[config.mk]
export PLATFORM = sky130hd
export DESIGN_NAME = pipe_stage_reg_v2
export DESIGN_NICKNAME = d
export VERILOG_FILES = /design/src/rtl/pipe_stage_reg_v2.sv
export SDC_FILE = /design/constraint.sdc
export NUM_CORES = 1
export LEC_CHECK = 0
export BUFFER_PORTS_ARGS = -buffer_cell sky130_fd_sc_hd__buf_4
export CAP_MARGIN = 20
export CORE_ASPECT_RATIO = 2
export CORE_UTILIZATION = 50
export CTS_CLUSTER_SIZE = 16
export DETAILED_ROUTE_END_ITERATION = 12
export PLACE_DENSITY_LB_ADDON = 0.1
export SETUP_SLACK_MARGIN = 0.4
export SYNTH_ARGS = -nofsm -noshare
export SYNTH_HDL_FRONTEND = slang
export SYNTH_SLANG_ARGS = --single-unit
[constraint.sdc]
create_clock -name clk -period 2.5 [get_ports clk]
set_input_delay 0.5 -clock clk [delete_from_list [all_inputs] [get_ports clk]]
set_output_delay 0.5 -clock clk [all_outputs]
set_load 0.01 [all_outputs]
[src/rtl/pipe_stage_reg_v2.sv]
// Elastic pipeline-stage register: main entry plus one skid entry, valid/ready on both sides.
// Optional build macro PIPE_HOLD_TNEW_DEC_EN: Tnew of held entries counts down while stalled.
module pipe_stage_reg_v2 #(
  parameter int                DATA_W   = 32,
  parameter int                LANES    = 6,
  parameter int                PC_LANE  = 3,
  parameter logic [DATA_W-1:0] RESET_PC = 32'h0000_3000,
  parameter int                TNEW_W   = 2,
  parameter bit                TNEW_DEC = 1'b0
) (
  input  logic                    clk,
  input  logic                    reset,
  input  logic                    flush,
  input  logic                    in_valid,
  output logic                    in_ready,
  input  logic [LANES*DATA_W-1:0] in_data,
  input  logic [4:0]              in_a3,
  input  logic [TNEW_W-1:0]       in_tnew,
  output logic                    out_valid,
  input  logic                    out_ready,
  output logic [LANES*DATA_W-1:0] out_data,
  output logic [4:0]              out_a3,
  output logic [TNEW_W-1:0]       out_tnew,
  output logic [1:0]              occ
);

  localparam int PW = LANES * DATA_W;

  function automatic logic [TNEW_W-1:0] sat_dec(input logic [TNEW_W-1:0] t);
    return (t == '0) ? '0 : t - TNEW_W'(1);
  endfunction

  logic              main_v;
  logic [PW-1:0]     main_data;
  logic [4:0]        main_a3;
  logic [TNEW_W-1:0] main_tnew;
  logic              skid_v;
  logic [PW-1:0]     skid_data;
  logic [4:0]        skid_a3;
  logic [TNEW_W-1:0] skid_tnew;

  logic [PW-1:0]     bubble_data;
  logic [TNEW_W-1:0] load_tnew;
  logic [TNEW_W-1:0] main_tnew_held;
  logic [TNEW_W-1:0] skid_tnew_held;
  logic              in_fire;
  logic              main_adv;

  always_comb begin
    bubble_data = '0;
    bubble_data[PC_LANE*DATA_W +: DATA_W] = RESET_PC;
  end

  assign load_tnew = TNEW_DEC ? sat_dec(in_tnew) : in_tnew;

`ifdef PIPE_HOLD_TNEW_DEC_EN
  assign main_tnew_held = sat_dec(main_tnew);
  assign skid_tnew_held = sat_dec(skid_tnew);
`else
  assign main_tnew_held = main_tnew;
  assign skid_tnew_held = skid_tnew;
`endif

  assign in_ready = ~skid_v;
  assign in_fire  = in_valid & in_ready;
  // main may take a new value whenever it is empty or its entry leaves this cycle
  assign main_adv = ~main_v | out_ready;

  // ---- storage stage: main + skid entries ----
  always_ff @(posedge clk) begin
    if (reset || flush) begin
      main_v    <= 1'b0;
      main_data <= bubble_data;
      main_a3   <= '0;
      main_tnew <= '0;
      skid_v    <= 1'b0;
      skid_data <= bubble_data;
      skid_a3   <= '0;
      skid_tnew <= '0;
    end else if (main_adv) begin
      if (skid_v) begin
        main_v    <= 1'b1;
        main_data <= skid_data;
        main_a3   <= skid_a3;
        main_tnew <= skid_tnew;
        skid_v    <= 1'b0;
        skid_data <= bubble_data;
        skid_a3   <= '0;
        skid_tnew <= '0;
      end else if (in_fire) begin
        main_v    <= 1'b1;
        main_data <= in_data;
        main_a3   <= in_a3;
        main_tnew <= load_tnew;
      end else begin
        main_v    <= 1'b0;
        main_data <= bubble_data;
        main_a3   <= '0;
        main_tnew <= '0;
      end
    end else begin
      main_tnew <= main_tnew_held;
      if (in_fire) begin
        skid_v    <= 1'b1;
        skid_data <= in_data;
        skid_a3   <= in_a3;
        skid_tnew <= load_tnew;
      end else if (skid_v) begin
        skid_tnew <= skid_tnew_held;
      end
    end
  end

  // ---- output stage: driven only from the main entry ----
  assign out_valid = main_v;
  assign out_data  = main_data;
  assign out_a3    = main_v ? main_a3 : 5'd0;
  assign out_tnew  = main_v ? main_tnew : '0;
  assign occ       = {1'b0, main_v} + {1'b0, skid_v};

endmodule

==> flow_summary_export.csv <==
group,metric,value,unit
synth,yosys_warnings,0,
layout,seqCellArea,8010,um2
timing,fmax,490,MHz
layout,final_layout_size_suffix_gt1_share,28.9,%
timing,rsz0062_at_grt,"false",
timing,hold_viol_final,0,
power_and_ir_drop,p_comb_share,8.8,%
flow_run,drv_cap,0,
floorplan,core_area,27500,um2
timing,worstMarginPinSlew,0.878,ns
clock_tree,cts_htree_levels,2,
floorplan,ioPinCount,407,
critical_path,crit_path_start,"skid_v",
min_path,hold_class,"in -> reg",
timing,setup_viol,0,
critical_path,setup.worst_path.class,"reg -> out",
power_and_ir_drop,p_int,9890,uW
clock_tree,cts_tree,"yes",
critical_path,startpoint_type,"flop",
global_route,antenna_found_initial,2,
route,drc_errors,0,
clock_tree,ctsHoldBuffers,0,
critical_path,r2r_start,"skid_v",
clock_tree,clk_latency,0.53,ns
critical_path,crit_path_end_kind,"output port",
route,wl_per_cell,21.3,um
route,drtAntennaViolNets,0,
clock_tree,clkTransAtPathRegs,0.06,ns
timing,finClkSkew,0.0152,ns
power_and_ir_drop,switching_share,23.8,%
critical_path,reg2reg_depth,5,
floorplan,rows,86,
synth,synthesis.nets,1579,
global_route,overflow,0,
global_route,grt_pass1_wl,67800,um
critical_path,cp_max_fo,44,
critical_path,cp.arrival,1.54,ns
route,dr.pass1.iters,5,
timing,relSlewSlack,41.5,%
floorplan,die_y,239,um
route,vias_per_cell,6.20,
power_and_ir_drop,ir_drop,0.000615,V
critical_path,cp_cell_sequence,"buf_16, ha_1, buf_4",
global_route,grt_start_max_net_pins,200,
place,dp_hpwl,26200,um
timing,slew_viol_final,0,
layout,fillCellCount,2250,
power_and_ir_drop,power.leakage,0.00748,uW
floorplan,die_w,120,um
power_and_ir_drop,p_clk_share,40.6,%
global_route,grt_use_total,29.6,%
route,detail_route.iter0.violations,983,
critical_path,rr_endpoint,"skid_data[113]",
synth,syn-cell-area,14000,um2
global_route,grt_pass1_vias,12200,
critical_path,critPathSlowestCell,"dfxtp_4",
route,wl,44000,um
critical_path,cp.depth,3,
min_path,hp-start,"in_data[38]",
synth,ys_seq_elements,400,
place,port_buffers,406,
critical_path,cp.required,2.00,ns
layout,syn_to_final_growth,31.5,%
timing,min_period_over_period,81.6,%
min_path,min_path_cells,2,
clock_tree,cts_root_buffer,"clkbuf_16",
synth,seq_area_frac_synth,57.1,%
power_and_ir_drop,power.net_switching,3100,uW
timing,fin_setup_tns,0,ns
critical_path,cp_top_family,"flip-flops",
synth,synth_area_per_cell,10.2,um2
route,num_vias,12800,
critical_path,regToRegSetupSlack,0.55,ns
power_and_ir_drop,power_density,705,nW/um2
floorplan,initial_core_util,50.9,%
layout,multi_input_area,5430,um2
critical_path,critPathBufInv,2,
power_and_ir_drop,power,13000,uW
place,gp_congestion,0.815,
synth,synthCells,1374,
synth,synth_cell_types,25,
power_and_ir_drop,p_seq_share,50.6,%
layout,nets,1895,
clock_tree,clock_sinks,400,
run_status,outcome,"completed",
clock_tree,cts.path.max_buffers,3,
floorplan,die_area,28700,um2
critical_path,slowest_delay,0.38,ns
min_path,hold_end,"skid_data[38]",
timing,layout_min_cycle_time,2.04,ns
clock_tree,cts_made_buffers,36,
## Yosys cell counts, drive strengths merged
master	n	share of area [%]
dfxtp	400	57
nor2	200	5.4
o21ai	199	7.1
a221oi	197	12
a22o	197	12
clkbuf	123	3.3
buf	31	1.1
and2	7	0.31
a21oi	3	0.11
nand2b	2	0.089
nor2b	2	0.089
o22a	2	0.13
o22ai	2	0.089
a211oi	1	0.14
and4bb	1	0.089
ha	1	0.089
inv	1	0.027
nand2	1	0.027
nand4bb	1	0.080
nor3	1	0.036
o211ai	1	0.054
or2	1	0.045
## kinds of logic after synthesis
kind of cell / Yosys count / share of synthesized area [%]
flip-flops: 400 / 57.1
AO/OA/AOI/OAI: 602 / 32.2
buffers and inverters: 155 / 4.39
AND/OR/NAND/NOR: 216 / 6.14
adder cells (fa/ha/maj): 1 / 0.0893
## cell type report
class / instances / area share, %
repair buffers: 432 / 18.7
clock inverters: 14 / 0.455
flip-flops and latches: 400 / 43.5
multi-input cells: 819 / 29.4
clock buffers: 48 / 5.46
diodes: 2 / 0.0272
well taps: 352 / 2.39
inverters: 1 / 0.0204
## state kept, by name (all words and copies together) (netlist names)
name,cells
skid_v,1
skid_tnew,2
skid_a3,5
main_a3,5
main_tnew,2
skid_data,192
out_valid,1
out_data,192
## repair_timing
action                                  CTS  global route
buffers inserted                          1             0
gates resized for setup                   2             0
hold endpoints to repair                  0             0
endpoints found under the setup margin    3             0
## power groups by stage
| stage | registers [uW] | logic [uW] | clock network [uW] |
|---|---|---|---|
| floorplan | 6750 | 461 | 0 |
| global placement | 6710 | 1120 | 0 |
| detailed placement | 6710 | 1140 | 0 |
| CTS | 6570 | 1140 | 5370 |
| global route | 6580 | 1240 | 5620 |
| finish | 6570 | 1140 | 5270 |
## layout by cell type (no fill, tap or decap), types with 7 or more instances in the layout
master / instances
a221oi_1: 197
a22o_1: 197
and2_1: 7
buf_12: 13
buf_4: 417
clkbuf_1: 7
clkbuf_16: 37
clkinv_2: 10
dfxtp_1: 398
nor2_1: 198
o21ai_0: 199
## layer usage
layer	global-route usage [%]	routed length, um
met1	36.7	17200
met2	47.4	21300
met3	5.63	2940
met4	18.0	2600
met5	0	0
## worst max path at each step
stage	endpoint	slack, ns
2_1_floorplan	skid_data[161]	0.72
3_5_place_dp	skid_data[55]	0.37
6_report	occ[0]	0.46
4_1_cts	occ[0]	0.43
5_1_grt	occ[0]	0.40
3_3_place_gp	skid_data[72]	0.39
## stage by stage
stage          instance area (um2)  hold WS, ns  util, %  setup WS, ns  cells
2_1_floorplan                14000        0.449        -         0.715   1374
3_3_place_gp                 17300        0.461     62.8         0.389   2002
3_5_place_dp                 17300        0.464     62.8         0.374   2002
4_1_cts                      18400        0.160     66.9         0.429   2066
5_1_grt                      18400        0.172     66.9         0.404   2068
6_report                     18400        0.183     66.9         0.460   2068
Power figures use the tool's default switching activity.
